### config.mk
export PLATFORM = sky130hd
export DESIGN_NAME = gpr_wb_arbiter
export DESIGN_NICKNAME = d
export VERILOG_FILES = /design/src/rtl/gpr_pkg.sv /design/src/rtl/rr_arbiter.sv /design/src/rtl/gpr_wb_arbiter.sv
export SDC_FILE = /design/constraint.sdc
export NUM_CORES = 1
export LEC_CHECK = 0
export ABC_AREA = 1
export BUFFER_PORTS_ARGS = -buffer_cell sky130_fd_sc_hd__clkbuf_2
export CORE_MARGIN = 1.5
export CORE_UTILIZATION = 42
export CTS_CLUSTER_DIAMETER = 80
export CTS_CLUSTER_SIZE = 14
export DETAILED_ROUTE_END_ITERATION = 10
export GPL_ROUTABILITY_DRIVEN = 0
export PLACE_DENSITY = 0.8
export SYNTH_ARGS = -nofsm -noshare
export SYNTH_HDL_FRONTEND = slang
export SYNTH_HIERARCHICAL = 1
export SYNTH_SLANG_ARGS = --single-unit
### constraint.sdc
create_clock -name clk -period 3.5 [get_ports clk]
set_input_delay 0.7 -clock clk [delete_from_list [all_inputs] [get_ports clk]]
set_output_delay 0.7 -clock clk [all_outputs]
set_load 0.01 [all_outputs]
### src/rtl/gpr_pkg.sv
// Shared constants and packed-slice helper for the GPR writeback arbiter.
package gpr_pkg;

  localparam int unsigned GPR_ISA_WIDTH = 32;
  localparam int unsigned GPR_REG_NUM_W = 5;
  localparam int unsigned GPR_REQ_NUM   = 2;
  localparam int unsigned GPR_NUM       = 2 ** GPR_REG_NUM_W;
  localparam int unsigned GPR_ZERO      = 0;

  // LSB position of requester idx inside a packed per-requester bus of width w.
  function automatic int unsigned slice_lsb(input int unsigned idx, input int unsigned w);
    return idx * w;
  endfunction

endpackage

### src/rtl/rr_arbiter.sv
// Round-robin arbiter: first requester at or after the pointer wins; owns the pointer.
module rr_arbiter #(
  parameter int unsigned N     = 2,
  parameter int unsigned IDX_W = (N > 1) ? $clog2(N) : 1
) (
  input  logic             clk,
  input  logic             rst,
  input  logic [N-1:0]     req,
  input  logic             en,
  output logic [N-1:0]     grant,
  output logic [IDX_W-1:0] grant_idx,
  output logic             grant_valid
);

  logic [IDX_W-1:0] ptr;
  logic [IDX_W-1:0] ptr_next_c;

  // Scan from the pointer with wrap; the first hit is kept.
  always_comb begin
    grant_valid = 1'b0;
    grant_idx   = '0;
    for (int unsigned k = 0; k < N; k++) begin
      logic [IDX_W:0]   sum;
      logic [IDX_W-1:0] idx;
      sum = {1'b0, ptr} + (IDX_W + 1)'(k);
      if (sum >= (IDX_W + 1)'(N)) sum = sum - (IDX_W + 1)'(N);
      idx = sum[IDX_W-1:0];
      if (en && req[idx] && !grant_valid) begin
        grant_valid = 1'b1;
        grant_idx   = idx;
      end
    end
    grant = grant_valid ? (N'(1) << grant_idx) : '0;
  end

  assign ptr_next_c = (grant_idx == IDX_W'(N - 1)) ? '0 : grant_idx + IDX_W'(1);

  always_ff @(posedge clk or negedge rst) begin
    if (!rst) begin
      ptr <= '0;
    end else if (grant_valid) begin
      ptr <= ptr_next_c;
    end
  end

endmodule

### src/rtl/gpr_wb_arbiter.sv
// Shares the GPR write port among REQ_NUM writeback requesters through a one-entry stage.
// Optional pending-write scoreboard enabled by defining GPR_WB_SCOREBOARD_EN.
module gpr_wb_arbiter
  import gpr_pkg::*;
#(
  parameter int unsigned ISA_WIDTH          = GPR_ISA_WIDTH,
  parameter int unsigned REGISTER_NUM_WIDTH = GPR_REG_NUM_W,
  parameter int unsigned REQ_NUM            = GPR_REQ_NUM
) (
  input  logic                                   clk,
  input  logic                                   rst,
  input  logic [REQ_NUM-1:0]                     req_valid,
  output logic [REQ_NUM-1:0]                     req_ready,
  input  logic [REQ_NUM*REGISTER_NUM_WIDTH-1:0]  req_waddr,
  input  logic [REQ_NUM*ISA_WIDTH-1:0]           req_wdata,
  input  logic                                   gpr_stall,
  output logic                                   gpr_wen,
  output logic [REGISTER_NUM_WIDTH-1:0]          gpr_waddr,
  output logic [ISA_WIDTH-1:0]                   gpr_wdata,
  input  logic                                   claim_valid,
  input  logic [REGISTER_NUM_WIDTH-1:0]          claim_addr,
  output logic [2**REGISTER_NUM_WIDTH-1:0]       busy_vec
);

  localparam int unsigned IDX_W = (REQ_NUM > 1) ? $clog2(REQ_NUM) : 1;
  localparam int unsigned REG_W = REGISTER_NUM_WIDTH;

  logic                          free_c;
  logic                          grant_valid_c;
  logic [IDX_W-1:0]              grant_idx_c;
  logic [REG_W-1:0]              sel_waddr_c;
  logic [ISA_WIDTH-1:0]          sel_wdata_c;

  // gpr_wen doubles as the stage-valid flag.
  assign free_c = !gpr_wen || !gpr_stall;

  rr_arbiter #(.N(REQ_NUM), .IDX_W(IDX_W)) u_rr (
    .clk         (clk),
    .rst         (rst),
    .req         (req_valid),
    .en          (free_c && rst),
    .grant       (req_ready),
    .grant_idx   (grant_idx_c),
    .grant_valid (grant_valid_c)
  );

  assign sel_waddr_c = req_waddr[slice_lsb(32'(grant_idx_c), REG_W) +: REG_W];
  assign sel_wdata_c = req_wdata[slice_lsb(32'(grant_idx_c), ISA_WIDTH) +: ISA_WIDTH];

  // Writes to x0 are acknowledged but never enter the stage.
  always_ff @(posedge clk or negedge rst) begin
    if (!rst) begin
      gpr_wen   <= 1'b0;
      gpr_waddr <= '0;
      gpr_wdata <= '0;
    end else if (free_c) begin
      if (grant_valid_c && (sel_waddr_c != REG_W'(GPR_ZERO))) begin
        gpr_wen   <= 1'b1;
        gpr_waddr <= sel_waddr_c;
        gpr_wdata <= sel_wdata_c;
      end else begin
        gpr_wen   <= 1'b0;
      end
    end
  end

`ifdef GPR_WB_SCOREBOARD_EN
  logic                    commit_c;
  logic [2**REG_W-1:0]     busy_q;

  assign commit_c = gpr_wen && !gpr_stall;

  // Set is applied after clear so a same-cycle claim of the committing index stays busy.
  always_ff @(posedge clk or negedge rst) begin
    if (!rst) begin
      busy_q <= '0;
    end else begin
      if (commit_c) busy_q[gpr_waddr] <= 1'b0;
      if (claim_valid && (claim_addr != REG_W'(GPR_ZERO))) busy_q[claim_addr] <= 1'b1;
    end
  end

  assign busy_vec = busy_q;
`else
  logic unused_claim;
  assign unused_claim = ^{claim_valid, claim_addr};
  assign busy_vec     = '0;
`endif

endmodule

==> Implementation_results.wiki <==
{| class="wikitable"
! Metric !! Value
|-
| Result of the run || completed
|-
| Effective utilization at floorplan || 43.3%
|-
| Placement Rows || 27
|-
| Number of max-cap violations || 0
|-
| Unrepaired setup endpoints after global routing || false
|-
| Max Freq || 346 MHz
|-
| Data required, critical path || 3.67 ns
|-
| Initial drt markers || 104
|-
| Pwr per Cell Area || 502 nW/um2
|-
| Synthesis Warnings || 6
|-
| Post-Route Setup TNS || 0 ns
|-
| Final Slew Violations || 0
|-
| PostCTS Resize Cnt || 0
|-
| Final hold viol count || 0
|-
| CTS tree || built
|-
| Final instance area || 2980 um2
|-
| Vias in the first global route || 2211
|-
| Pin count of the biggest net entering global routing || 40
|-
| Portion of the post-synthesis area used by sequential elements || 41.2%
|-
| Average wire length per cell after detail routing || 11.2 um
|-
| Least-Margin Pin Slew || 0.760 ns
|-
| Port Buf Inserts || 118
|-
| Global route total overflow || 0
|-
| Remaining design rule violation count || 0
|-
| Synth-to-layout area growth || 25.8%
|-
| Yosys cell types || 20
|-
| DP Wirelength || 4.14 mm
|-
| # nets final || 531
|-
| Critical path type || in2reg
|-
| Height of the die || 78.1 um
|-
| H-tree Lvls || 2
|-
| Max transition margin || 49.3%
|-
| Period utilisation layout || 82.7%
|-
| Full die area || 6110 um2
|-
| Endpoint kind of the worst setup timing path || register
|-
| Wire length of the first global-routing pass || 9.87 mm
|-
| Total via count in the routed design || 2424
|-
| Critical Path, Cell by Cell || clkbuf_2 -> nand2_1 -> and2_1 -> nand2_1 -> inv_1 -> nand2_1 -> inv_1 -> inv_2 -> nand2_1 -> nand2_1 -> nor2_1 -> nand3_4 -> nand3_2 -> nand2_1 -> nand2_1
|-
| WL final || 5.83 mm
|-
| Number of clock sinks || 39
|-
| Antenna violations before repair || 0
|-
| Cell count after synthesis || 338
|-
| Max clock buf depth || 2
|-
| FF+latch count, synth || 39
|-
| All-layer global routing usage || 19.9%
|-
| Number of setup violations in the final report || 0
|-
| Antenna cells || 0
|-
| Core area || 5470 um2
|-
| Avg Vias per Cell || 4.67
|-
| Startpoint types || input pin
|-
| CTS Hold Buffers Added || 0
|-
| Pre-antenna DRT Iters || 6
|-
| Horizontal extent of the die || 78.1 um
|-
| Max Clock Skew || 0.00531 ns
|-
| Worst-path fanout max || 38
|-
| Critical path arrival || 3.07 ns
|-
| Class of the worst hold path || reg2reg
|-
| Average cell area after synthesis || 7.01 um2
|-
| Cell area after placement || 2870 um2
|-
| Reg clk slew, reported paths || 0.07 ns
|-
| Slowest cell on crit path || nand3_2
|-
| Setup bufs post-CTS || 0
|-
| Clock period minus worst slack || 2.89 ns
|-
| TritonCTS Buffers || 5
|-
| Clock insertion delay at the later pin of the skew report || 0.29 ns
|-
| Count of nets left with antenna violations after detail routing || 0
|-
| CP dominant cell by count || nand2_1
|-
| Static leakage || 1.88 nW
|-
| Max incr delay on CP || 0.57 ns
|-
| Layout cell share with drive strength beyond 1 || 30.6%
|-
| Root buffer cell || clkbuf_8
|-
| Area of the mapped netlist || 2370 um2
|-
| Highest ir drop seen on vdd || 0.204 mV
|-
| Top-Level Pins || 157
|-
| Number of fill cells in the layout || 552
|}
[final timing paths]
kind / start / end / slack, ns / cells after the start
hold reg to reg: gpr_wdata[14] / gpr_wdata[14] / 0.47 / 2
hold / removal: gpr_wdata[14] / gpr_wdata[14] / 0.47 / 2
min in group asynchronous: rst / gpr_waddr[0] / 0.49 / 2
max in group asynchronous: rst / gpr_wdata[18] / 2.67 / 2
setup / recovery: gpr_stall / gpr_wdata[0] / 0.61 / 15
setup reg to reg: gpr_wen / gpr_wdata[0] / 0.73 / 14
[routing by layer]
| layer | up-vias | routed length [um] | track usage (%) |
|---|---|---|---|
| met5 | - | 0 | 0 |
| met4 | 0 | 102 | 6.25 |
| met3 | 10 | 360 | 3.60 |
| met2 | 93 | 2840 | 35.1 |
| met1 | 1103 | 2520 | 24.6 |
| li1 | 1218 | - | - |
[layout make-up]
class | instances | area, um2 | share of cell area [%]
multi-input combinational | 269 | 1140 | 38.1
sequential | 39 | 976 | 32.7
timing repair buffer | 124 | 636 | 21.3
tap | 72 | 90.1 | 3.02
clock buffer | 6 | 82.6 | 2.77
clock inverter | 2 | 35.0 | 1.17
inverter | 7 | 26.3 | 0.881
[synthesized netlist by cell type]
cell type	count	area (um2)
buf_4	32	240
nand3b_1	1	7.51
dfrtp_1	39	976
nand2_1	190	713
inv_1	6	22.5
buf_6	3	33.8
buf_1	5	18.8
buf_2	2	10.0
nor2_1	3	11.3
nand4_1	36	225
nand3_4	1	17.5
conb_1	1	3.75
or2_1	1	6.26
nor2_2	1	6.26
and2_1	1	6.26
o21ai_2	1	8.76
clkbuf_1	12	45.0
o21ai_0	1	5.00
nand3_2	1	10.0
inv_2	1	3.75
[worst max-delay path, delay by kind of cell]
family,cells,cell delay [ns]
and+or+nand+nor,11,1.70
buffers and inverters,4,0.63
[layout by cell type, fill, tap and decap left out]
cell	instances
or2_1	1
clkbuf_8	6
nor2_2	1
clkbuf_2	118
conb_1	32
nand3_2	1
inv_1	6
nand3b_1	1
bufinv_16	1
o21ai_0	1
nand3_4	1
buf_4	6
and2_1	1
inv_2	1
nand4_1	36
nand2_1	190
dfrtp_1	39
o21ai_2	1
clkinv_2	1
nor2_1	3
[metrics by stage]
step / hold WS [ns] / total power, W / cells / setup WS [ns] / util, %
2_1_floorplan: 0.404 / 0.000935 / 369 / 0.691 / -
3_3_place_gp: 0.455 / 0.00111 / 511 / 0.421 / 52.4
3_5_place_dp: 0.458 / 0.00113 / 511 / 0.299 / 52.4
4_1_cts: 0.477 / 0.00152 / 519 / 0.604 / 54.5
5_1_grt: 0.497 / 0.00161 / 519 / 0.287 / 54.5
6_report: 0.471 / 0.00150 / 519 / 0.606 / 54.5
[state kept, by name, summed over array words and instances (netlist names)]
| name | cells |
|---|---|
| u_rr/ptr | 1 |
| gpr_wdata | 32 |
| gpr_waddr | 5 |
| gpr_wen | 1 |
[power by group]
| part | total [W] | internal [W] | leakage, nW | switching (W) |
|---|---|---|---|---|
| sequential | 0.000628 | 0.000566 | 0.484 | 0.0000617 |
| clock | 0.000383 | 0.000231 | 0.0612 | 0.000152 |
| combinational | 0.000485 | 0.000188 | 1.34 | 0.000297 |
[kinds of logic (layout without fill, tap and decap cells)]
logic type | count (synthesis) | in the layout | share of synthesized area, %
other | 1 | 32 | 0.158
DFF | 39 | 39 | 41.2
AOI/OAI and AO/OA | 2 | 2 | 0.580
and+or+nand+nor | 235 | 235 | 42.3
buffers and inverters | 61 | 139 | 15.8
No activity file was read; power rests on OpenSTA's default activity.
